<file path="config.mk">
export PLATFORM = sky130hd
export DESIGN_NAME = gpio_scan_sram_seq
export DESIGN_NICKNAME = d
export VERILOG_FILES = /design/src/rtl/gpio_scan_pkg.sv /design/src/rtl/gpio_scan_chain.sv /design/src/rtl/gpio_scan_sram_seq.sv
export SDC_FILE = /design/constraint.sdc
export NUM_CORES = 1
export LEC_CHECK = 0
export ABC_CLOCK_PERIOD_IN_PS = 3700
export CAP_MARGIN = 20
export CORE_ASPECT_RATIO = 0.75
export CORE_MARGIN = 2
export CORE_UTILIZATION = 55
export CTS_BUF_LIST = sky130_fd_sc_hd__clkbuf_2
export DETAILED_ROUTE_END_ITERATION = 10
export PLACE_DENSITY = 0.83
export SYNTH_ARGS = -nofsm -noshare
export SYNTH_HDL_FRONTEND = slang
export SYNTH_HIERARCHICAL = 1
export SYNTH_SLANG_ARGS = --single-unit
</file>
<file path="constraint.sdc">
create_clock -name clk -period 3.7 [get_ports clk]
set_input_delay 1.11 -clock clk [delete_from_list [all_inputs] [get_ports clk]]
set_output_delay 1.11 -clock clk [all_outputs]
set_load 0.03 [all_outputs]
</file>
<file path="src/rtl/gpio_scan_pkg.sv">
// Shared types and layout helpers for the GPIO scan-chain SRAM test sequencer.
package gpio_scan_pkg;

  typedef enum logic [2:0] {
    IDLE,
    ACCESS,
    WAIT,
    CAPTURE,
    LOAD
  } seq_state_e;

  localparam int MAX_READ_LAT = 3;

  // One port descriptor: addr, din, csb, web, wmask.
  function automatic int port_w(input int addr_w, input int data_w, input int wmask_w);
    return addr_w + data_w + 2 + wmask_w;
  endfunction

  function automatic int scan_w(input int sel_w, input int addr_w, input int data_w,
                                input int wmask_w);
    return sel_w + 2 * port_w(addr_w, data_w, wmask_w);
  endfunction

endpackage

</file>
<file path="src/rtl/gpio_scan_chain.sv">
// Command/result shift register: serial shift while idle, parallel reload of both din fields.
module gpio_scan_chain #(
  parameter int SCAN_W   = 112,
  parameter int DATA_W   = 32,
  parameter int DIN0_LSB = 60,
  parameter int DIN1_LSB = 6
) (
  input  logic              clk,
  input  logic              resetb,
  input  logic              shift_en_i,
  input  logic              scan_in_i,
  input  logic              load_en_i,
  input  logic [DATA_W-1:0] load0_i,
  input  logic [DATA_W-1:0] load1_i,
  output logic [SCAN_W-1:0] chain_o
);

  logic [SCAN_W-1:0] chain_q, chain_d;

  always_comb begin
    chain_d = chain_q;
    if (shift_en_i) begin
      chain_d = {chain_q[SCAN_W-2:0], scan_in_i};
    end else if (load_en_i) begin
      chain_d[DIN0_LSB +: DATA_W] = load0_i;
      chain_d[DIN1_LSB +: DATA_W] = load1_i;
    end
  end

  always_ff @(posedge clk) begin
    if (!resetb) chain_q <= '0;
    else         chain_q <= chain_d;
  end

  assign chain_o = chain_q;

endmodule

</file>
<file path="src/rtl/gpio_scan_sram_seq.sv">
// Scan-loaded dual-port SRAM test sequencer: access FSM, burst addressing, XOR read signatures.
module gpio_scan_sram_seq
  import gpio_scan_pkg::*;
#(
  parameter int SEL_W    = 4,
  parameter int ADDR_W   = 16,
  parameter int DATA_W   = 32,
  parameter int WMASK_W  = 4,
  parameter int READ_LAT = 1,
  parameter int BURST_W  = 8
) (
  input  logic               clk,
  input  logic               resetb,
  input  logic               scan_en,
  input  logic               scan_in,
  output logic               scan_out,
  input  logic               sram_load,
  input  logic               global_csb,
  input  logic               auto_load,
  input  logic [BURST_W-1:0] burst_len,
  output logic               busy,
  output logic               done,
  output logic [SEL_W-1:0]   sram_sel,
  output logic               csb0,
  output logic               csb1,
  output logic               web0,
  output logic               web1,
  output logic [WMASK_W-1:0] wmask0,
  output logic [WMASK_W-1:0] wmask1,
  output logic [ADDR_W-1:0]  addr0,
  output logic [ADDR_W-1:0]  addr1,
  output logic [DATA_W-1:0]  din0,
  output logic [DATA_W-1:0]  din1,
  input  logic [DATA_W-1:0]  dout0,
  input  logic [DATA_W-1:0]  dout1
);

  localparam int PORT_W   = port_w(ADDR_W, DATA_W, WMASK_W);
  localparam int SCAN_W   = scan_w(SEL_W, ADDR_W, DATA_W, WMASK_W);
  // Offsets inside one port descriptor, counted from its LSB.
  localparam int WEB_OFS  = WMASK_W;
  localparam int CSB_OFS  = WMASK_W + 1;
  localparam int DIN_OFS  = WMASK_W + 2;
  localparam int ADDR_OFS = WMASK_W + 2 + DATA_W;
  localparam int P0_LSB   = PORT_W;
  localparam int SEL_LSB  = 2 * PORT_W;

  seq_state_e         state_q, state_d;
  logic [BURST_W-1:0] beat_q, beat_d;
  logic [1:0]         lat_q, lat_d;
  logic [ADDR_W-1:0]  ofs_q, ofs_d;
  logic [DATA_W-1:0]  sig0_q, sig0_d, sig1_q, sig1_d;
  logic               armed_q, armed_d;
  logic               done_q, done_d;

  logic [SCAN_W-1:0]  chain;
  logic               csb0_f, csb1_f, web0_f, web1_f;
  logic [ADDR_W-1:0]  addr0_f, addr1_f;
  logic               rd0, rd1;

  gpio_scan_chain #(
    .SCAN_W  (SCAN_W),
    .DATA_W  (DATA_W),
    .DIN0_LSB(P0_LSB + DIN_OFS),
    .DIN1_LSB(DIN_OFS)
  ) u_chain (
    .clk       (clk),
    .resetb    (resetb),
    .shift_en_i(state_q == IDLE && scan_en),
    .scan_in_i (scan_in),
    .load_en_i (state_q == LOAD || (state_q == IDLE && sram_load)),
    .load0_i   (sig0_q),
    .load1_i   (sig1_q),
    .chain_o   (chain)
  );

  assign sram_sel = chain[SEL_LSB +: SEL_W];
  assign addr0_f  = chain[P0_LSB + ADDR_OFS +: ADDR_W];
  assign din0     = chain[P0_LSB + DIN_OFS +: DATA_W];
  assign csb0_f   = chain[P0_LSB + CSB_OFS];
  assign web0_f   = chain[P0_LSB + WEB_OFS];
  assign wmask0   = chain[P0_LSB +: WMASK_W];
  assign addr1_f  = chain[ADDR_OFS +: ADDR_W];
  assign din1     = chain[DIN_OFS +: DATA_W];
  assign csb1_f   = chain[CSB_OFS];
  assign web1_f   = chain[WEB_OFS];
  assign wmask1   = chain[0 +: WMASK_W];

  assign rd0 = !csb0_f && web0_f;
  assign rd1 = !csb1_f && web1_f;

  always_comb begin
    state_d = state_q;
    beat_d  = beat_q;
    lat_d   = lat_q;
    ofs_d   = ofs_q;
    sig0_d  = sig0_q;
    sig1_d  = sig1_q;
    armed_d = armed_q;
    if (state_q == IDLE && global_csb) armed_d = 1'b1;
    case (state_q)
      IDLE: begin
        // A strobe held low across an op must be released before it counts again.
        if (!global_csb && !scan_en && armed_q) begin
          state_d = ACCESS;
          beat_d  = burst_len;
          ofs_d   = '0;
          sig0_d  = '0;
          sig1_d  = '0;
          armed_d = 1'b0;
        end
      end
      ACCESS: begin
        if (READ_LAT > 1) begin
          state_d = WAIT;
          lat_d   = 2'(READ_LAT - 2);
        end else begin
          state_d = CAPTURE;
        end
      end
      WAIT: begin
        if (lat_q == 2'd0) state_d = CAPTURE;
        else               lat_d   = lat_q - 2'd1;
      end
      CAPTURE: begin
        if (rd0) sig0_d = sig0_q ^ dout0;
        if (rd1) sig1_d = sig1_q ^ dout1;
        if (beat_q != '0) begin
          beat_d  = beat_q - BURST_W'(1);
          ofs_d   = ofs_q + ADDR_W'(1);
          state_d = ACCESS;
        end else if (auto_load) begin
          state_d = LOAD;
        end else begin
          state_d = IDLE;
        end
      end
      LOAD:    state_d = IDLE;
      default: state_d = IDLE;
    endcase
    done_d = (state_d == IDLE) && (state_q != IDLE);
  end

  always_ff @(posedge clk) begin
    if (!resetb) begin
      state_q <= IDLE;
      beat_q  <= '0;
      lat_q   <= '0;
      ofs_q   <= '0;
      sig0_q  <= '0;
      sig1_q  <= '0;
      armed_q <= 1'b0;
      done_q  <= 1'b0;
    end else begin
      state_q <= state_d;
      beat_q  <= beat_d;
      lat_q   <= lat_d;
      ofs_q   <= ofs_d;
      sig0_q  <= sig0_d;
      sig1_q  <= sig1_d;
      armed_q <= armed_d;
      done_q  <= done_d;
    end
  end

  // Burst offset only moves the address of a port that is actually accessing.
  assign addr0    = addr0_f + (csb0_f ? {ADDR_W{1'b0}} : ofs_q);
  assign addr1    = addr1_f + (csb1_f ? {ADDR_W{1'b0}} : ofs_q);
  assign csb0     = (state_q == ACCESS) ? csb0_f : 1'b1;
  assign csb1     = (state_q == ACCESS) ? csb1_f : 1'b1;
  assign web0     = (state_q == ACCESS) ? web0_f : 1'b1;
  assign web1     = (state_q == ACCESS) ? web1_f : 1'b1;
  assign scan_out = chain[SCAN_W-1];
  assign busy     = (state_q != IDLE);
  assign done     = done_q;

endmodule
</file>
==> key figures <==
Outcome
  • Status: complete, but fails checks
  • Violated checks: setup timing

Placed design
  • Post-placement cell area: between 10000 and 15000 um2
  • IO Port Bufs: 193
  • Hpwl dp: between 15 and 20 mm
  • RePlAce Congestion: between 0.8 and 0.9
  • Placed cells: roughly 1600

Floorplan
  • # rows: 45
  • Die area: roughly 21000 um2
  • Initial Util: roughly 56%
  • Ports: just under 200
  • Core ar.: 20000 um2
  • Die Width: about 170 um
  • Chip height: roughly 130 um

Timing
  • Setup_tns: -6.52 ns
  • Max Fclk: approximately 240 MHz
  • Slew Limit Fails: 0
  • Min setup slack post-route: -0.532 ns
  • Max Clock Skew: approximately 0.039 ns
  • Least-Margin Pin Slew: slightly above 0.7 ns
  • Endpoints failing setup: 24
  • Period utilization: 114%
  • Rel. slew slack: roughly 50%
  • Minimum clock period: 4.23 ns
  • RSZ-0062 raised after global routing: true
  • Fin. Hold Viols: 0

Yosys
  • Syn. warnings: 6
  • Net Count, Synth: approximately 1300
  • Synthesized area per cell: ~9.6 um2
  • Main synth FF type: dfxtp_1
  • Cell area after synthesis: 11200 um2
  • Post-synthesis async set-or-reset flop share: 0%
  • Yosys reg bits: between 200 and 250
  • Syn Inst Count: approximately 1200
  • Sequential-to-total area share from yosys stat: between 30% and 40%
  • Library cells used by synthesis: 70
  • EDFF count, synth: 0

Setup path
  • Critical Path RT: 2.59 ns
  • R2r startpoint: beat_q[0]
  • Worst Setup SP: u_chain/chain_o[5]
  • Crit. End Element: output port
  • Crit start category: register
  • CP max FO: 6
  • CP arrival: between 3 and 4 ns
  • Critical path type: reg -> out
  • Reg2Reg Depth: 7
  • Worst R2R End: beat_q[5]
  • Flop2flop setup slack: between 1 and 1.5 ns

Drt
  • DR pass1 iterations: 5
  • Vias per cell: 5.52
  • First-iteration detailed-routing DRC count: about 660
  • Via count: roughly 9400
  • Post-route ant nets: 0
  • DR DRC count: 0
  • Overall routed net length: around 30 mm
  • Routed len/inst: between 15 and 20 um

Clock network
  • Cts hold-fix bufs: 0
  • CTS sink cnt: roughly 210
  • Inserted Clock Buffers: 51
  • Root Driver: clkbuf_2
  • Clk slew on worst S/H paths: ~0.12 ns
  • CTS tree: done
  • CTS H-Tree Depth: 2
  • CTS max path bufs: 3
  • Later-pin clock latency in the skew report: roughly 0.8 ns

Final layout
  • Layout cell share with drive strength beyond 1: a little under a quarter
  • Commonest non-fill, non-tap cell in the layout: dfxtp_1
  • Fillcell total: 1443
  • Area growth syn-to-layout: 31.0%
  • Fin area: roughly 15000 um2
  • Commonest non-fill, non-tap cells in the layout: 196 x dfxtp_1, 162 x clkdlybuf4s50_1, 115 x nor2_1
  • Ant diodes: 0
  • Finished Layout Cells: between 1500 and 2000
  • Final net count: ~1500

Global routing
  • Total global-route track usage: approximately a quarter
  • Largest net degree at the start of global routing: 68
  • Total global routing overflow: 0
  • First-pass GRT wire length: between 40 and 50 mm
  • Vias in the first global route: about 9000
  • Initial antenna violation count: 0

Power
  • Max VDD drop: about 0.32 mV
  • Leakage power: about 6.6 nW
  • Power Dens Cells: between 400 and 500 nW/um2

Flow run
  • Max cap viols: 0

Worst hold path
  • Worst Hold Path Cells: 2
  • HP Class: reg -> reg
  • Hold EP: armed_q
  • Hold Path Origin: armed_q
## worst max-delay path by stage
stage                           end  slack (ns)
after floorplan           addr0[12]        0.02
after global placement    addr0[10]        0.16
after detailed placement  addr1[14]        0.15
after CTS                 addr1[14]       -0.61
after global routing      addr1[15]       -0.64
final                     addr1[15]       -0.53
## metal layers
metal  global-route usage (%)  routed length (um)
met5                        0                   0
met4                     6.44                 476
met2                     40.9               13400
met1                     35.5               13400
met3                     6.78                2270
## worst max-delay path, stage by stage, from the launching register on
cell      delay, ns
dfxtp_4        0.38
buf_6          0.12
buf_6          0.11
nor2b_1        0.05
ha_1           0.42
nand2_1        0.20
nor2_1         0.13
nand4_1        0.20
and3_1         0.25
a2111o_1       0.32
buf_6          0.16
## what timing repair did
item,in CTS,in global routing
gates cloned,1,0
pin swaps,48,31
setup endpoints to repair,30,32
setup buffers,22,9
resized for setup,134,53
## report_power, final
group	internal, mW	switching [mW]	total (mW)
Sequential	2.48	0.211	2.69
Combinational	1.21	1.33	2.54
Clock	0.591	0.948	1.54
## state kept, by name, indices dropped and copies added (netlist names)
name,count
armed_q,1
ofs_q,16
sig1_q,32
beat_q,8
sig0_q,32
u_chain/chain_o,112
state_q,3
lat_q,2
done,1
## synthesized netlist by cell type (7+ instances only)
| master | n | area, um2 |
|---|---|---|
| dfxtp_1 | 207 | 4140 |
| buf_2 | 10 | 50.1 |
| mux2_4 | 60 | 901 |
| nor2b_1 | 80 | 500 |
| buf_4 | 15 | 113 |
| o21ai_0 | 23 | 115 |
| mux2i_1 | 49 | 490 |
| nor2_1 | 117 | 439 |
| xnor2_1 | 23 | 201 |
| a21oi_1 | 25 | 125 |
| clkbuf_1 | 34 | 128 |
| xor2_1 | 84 | 736 |
| nand2_1 | 108 | 405 |
| nand2b_1 | 71 | 444 |
| inv_1 | 18 | 67.6 |
| nor3_1 | 11 | 55.1 |
| nand3_1 | 8 | 40.0 |
| a211oi_1 | 9 | 67.6 |
| o2111ai_1 | 7 | 61.3 |
| o211a_1 | 65 | 651 |
| ha_1 | 33 | 413 |
## cell type report
cell class | instances | area (um2) | area share, %
clock buffer | 69 | 345 | 2.36
clock inverter | 27 | 136 | 0.933
inverter | 18 | 70.1 | 0.479
multi-input combinational | 868 | 7120 | 48.7
sequential | 207 | 4160 | 28.5
tap | 258 | 323 | 2.21
timing repair buffer | 248 | 2450 | 16.8
## cells by family after synthesis
logic type | count (synthesis) | synth area share (%)
buffers and inverters | 88 | 4.83
adder cells (fa/ha/maj) | 35 | 4.06
flip-flops | 207 | 37.1
AO/OA/AOI/OAI | 190 | 14.0
multiplexers | 113 | 12.9
AND/OR/NAND/NOR | 423 | 18.7
XOR/XNOR | 107 | 8.40
## stage by stage
step / worst slack [ns] / hold slack (ns) / util [%] / power (mW)
finish: -0.532 / 0.479 / 72.9 / 6.77
global route: -0.642 / 0.516 / 72.9 / 7.13
CTS: -0.611 / 0.477 / 71.5 / 6.82
detailed placement: 0.148 / 0.450 / 65.9 / 5.25
global placement: 0.156 / 0.443 / 65.9 / 5.20
floorplan: 0.0199 / 0.429 / - / 4.53
Note: power is estimated with default switching activity, not from simulation.
==> RTL change: new RTL, same flow settings <==
Add an input register stage for `dout0`; this delays it by one clock. The other inputs are not delayed to match.
--- a/src/rtl/gpio_scan_sram_seq.sv
+++ b/src/rtl/gpio_scan_sram_seq.sv
@@ -44,6 +44,12 @@
   localparam int ADDR_OFS = WMASK_W + 2 + DATA_W;
   localparam int P0_LSB   = PORT_W;
   localparam int SEL_LSB  = 2 * PORT_W;
+
+  logic [DATA_W-1:0] dout0_q;
+
+  always_ff @(posedge clk) begin
+    dout0_q <= dout0;
+  end
 
   seq_state_e         state_q, state_d;
   logic [BURST_W-1:0] beat_q, beat_d;
@@ -123,7 +129,7 @@
         else               lat_d   = lat_q - 2'd1;
       end
       CAPTURE: begin
-        if (rd0) sig0_d = sig0_q ^ dout0;
+        if (rd0) sig0_d = sig0_q ^ dout0_q;
         if (rd1) sig1_d = sig1_q ^ dout1;
         if (beat_q != '0) begin
           beat_d  = beat_q - BURST_W'(1);
Behaviour: no difference found for any inputs over 4 cycles, from zero or initial values and one cycle with resetb low; that may be too few to reach the edited logic, so the function may still have changed.
==> RTL change against the unedited design <==
The flow still finishes with violations (negative setup slack); clock power increased by 14%; clock skew rose by 23 ps; final area increased by 6.0%; sequential cell count increased by 32; worst setup slack got worse by 140 ps; routed wire length increased by 5.5%; area after synthesis grew 4.0%; fmax fell by 3.1%; power grew 9.1%; critical path type unchanged.
==> RTL change: results (changes against the unedited design) <==
The multiplexer area fraction after synthesis came out at 12.4% (-0.50 points). The number of global-route vias before repair came out at 9158 (+0.52%). The fraction of the mapped netlist area in compound gates came to 12.2% (-1.8 points). The run finished, with violations left. The worst hold path belongs to the class flip-flop to flip-flop. The final weighted congestion of routability-driven global placement is 0.902 (+4.1%). The number of antenna violations at the first check in global routing is 2 (+2). The number of max-capacitance violations reported is 0 (unchanged). The global routing usage on met1 came out at 34.0% (-1.4 points).

The data arrival at the endpoint of the critical path is 3260 ps (+140 ps). The post-route clock skew came to 61.5 ps (+22.8 ps). The adder and majority gate portion of the synthesized area came out at 3.90% (-0.16 points). The net count of the mapped netlist is 1284 (+0.55%).

The vias after detailed routing came out at 9596 (+2.6%). The part of the Yosys area used for sequential elements was 41.2% (+4.1 points). The pin count of the biggest net entering global routing was 99 (+46%). The worst hold path terminates at beat_q[1]. The largest vdd supply drop is 0.564 mV (+77%). The global-route usage over all layers came to 25.0% (-0.83 points). The final sum of negative setup slack came to -11540 ps (-5010 ps). Among cell families on the critical path, the largest total delay comes from compound AO/OA/AOI/OAI gates.

The final HPWL from detailed placement is 18400 um (-0.37%). The met3 track utilization from global routing came out at 7.61% (+0.83 points). The number of library cell types mapped by synthesis is 61 (-13%). The global-route wire length before repair is 45100 um (-0.91%).

After synthesis, the cell types taking the most area are dfxtp_1 (41%), mux2_4 (7.8%), xor2_1 (6.1%). The setup slack on the worst flop-to-flop path was 1370 ps (+320 ps). The routed wirelength normalized by instance count is 17.6 um (+1.2%). The logic depth of the worst register-to-register path is 7 (unchanged). The final setup violation count was 26 (+8.3%). The number of design-rule violations left by the first detailed-router iteration came out at 662 (-0.30%). The final worst slack is -669 ps (-137 ps). The final reports fail on negative setup slack. The proportion of layout cells with a drive suffix above 1 was 25.2% (+1.2 points).

The transition time at the pin with the least slew margin was 650 ps (-76.7 ps). The clock buffer count from CTS was 57 (+12%). The routing usage on met2 came out at 38.6% (-2.3 points). The stage delay of the slowest cell on the critical path is 370 ps (-50 ps).

The post-detailed-routing wire length came out at 31100 um (+5.5%). The number of fill cells is 1355 (-6.1%). The placed standard-cell area was 0.0138 mm^2 (+4.7%). The xor and xnor area share after synthesis was 7.92% (-0.48 points).

The slowest stage of the critical path is the fa_2 cell. The clock latency of the later-clocked register in the worst-skew pair is 830 ps (+40 ps). The maximum fanout along the worst path is 2 (-4). The final net count was 1556 (+3.2%). Sorting the synthesized cells by how often they occur yields dfxtp_1 (239), nor2_1 (114), nand2_1 (92), nor2b_1 (81), xor2_1 (81).

The detailed-routing iteration count for the pre-antenna-repair pass is 6 (+1). The leakage power figure is 7.11 nW (+7.6%).
==> RTL change: how the worst max path moves through the flow <==
stage | from | endpoint | slack, ps | cells after the start
finish | ofs_q[0] | addr0[14] | -670 | 11
global route | u_chain/chain_o[5] | addr1[12] | -870 | 12
CTS | ofs_q[0] | addr0[14] | -720 | 11
detailed placement | ofs_q[0] | addr0[12] | -160 | 11
global placement | ofs_q[0] | addr0[12] | -140 | 11
floorplan | u_chain/chain_o[59] | addr0[10] | 2 | 9
==> RTL change: layer usage <==
metal	share of wire, %	up-vias	wire (um)
li1	-	4563	-
met1	44	4560	13700
met2	45	384	13900
met3	8.3	87	2580
met4	3.0	2	939
met5	0.035	-	11
==> RTL change: area by class of cell <==
cell class / count / area [um^2] / area share (%)
inverters: 17 / 63.8 / 0.412
well taps: 282 / 353 / 2.28
clock buffers: 80 / 400 / 2.58
clock inverters: 22 / 128 / 0.824
repair buffers: 277 / 2760 / 17.8
flip-flops and latches: 239 / 4800 / 31.0
multi-input cells: 850 / 6980 / 45.1
==> RTL change: power by group <==
group / switching, mW / total (mW) / internal [mW]
Clock: 1.09 / 1.76 / 0.667
Sequential: 0.238 / 3.09 / 2.85
Combinational: 1.33 / 2.54 / 1.22
==> RTL change: repair_timing <==
action                                  4_1_cts  5_1_grt
buffers inserted                             26       27
gates resized for setup                     134       77
pin swaps                                    51       54
endpoints found under the setup margin       34       34
==> RTL change: per-stage QoR <==
step | worst slack (ps) | hold slack (ps)
finish | -669 | 496
floorplan | 1.80 | 453
detailed placement | -162 | 485
global route | -868 | 526
CTS | -718 | 499
global placement | -137 | 467
==> RTL change: worst min-delay path: stages (launching register included) <==
cell	delay, ps
dfxtp_1	350
nand2_1	60
a21boi_1	50
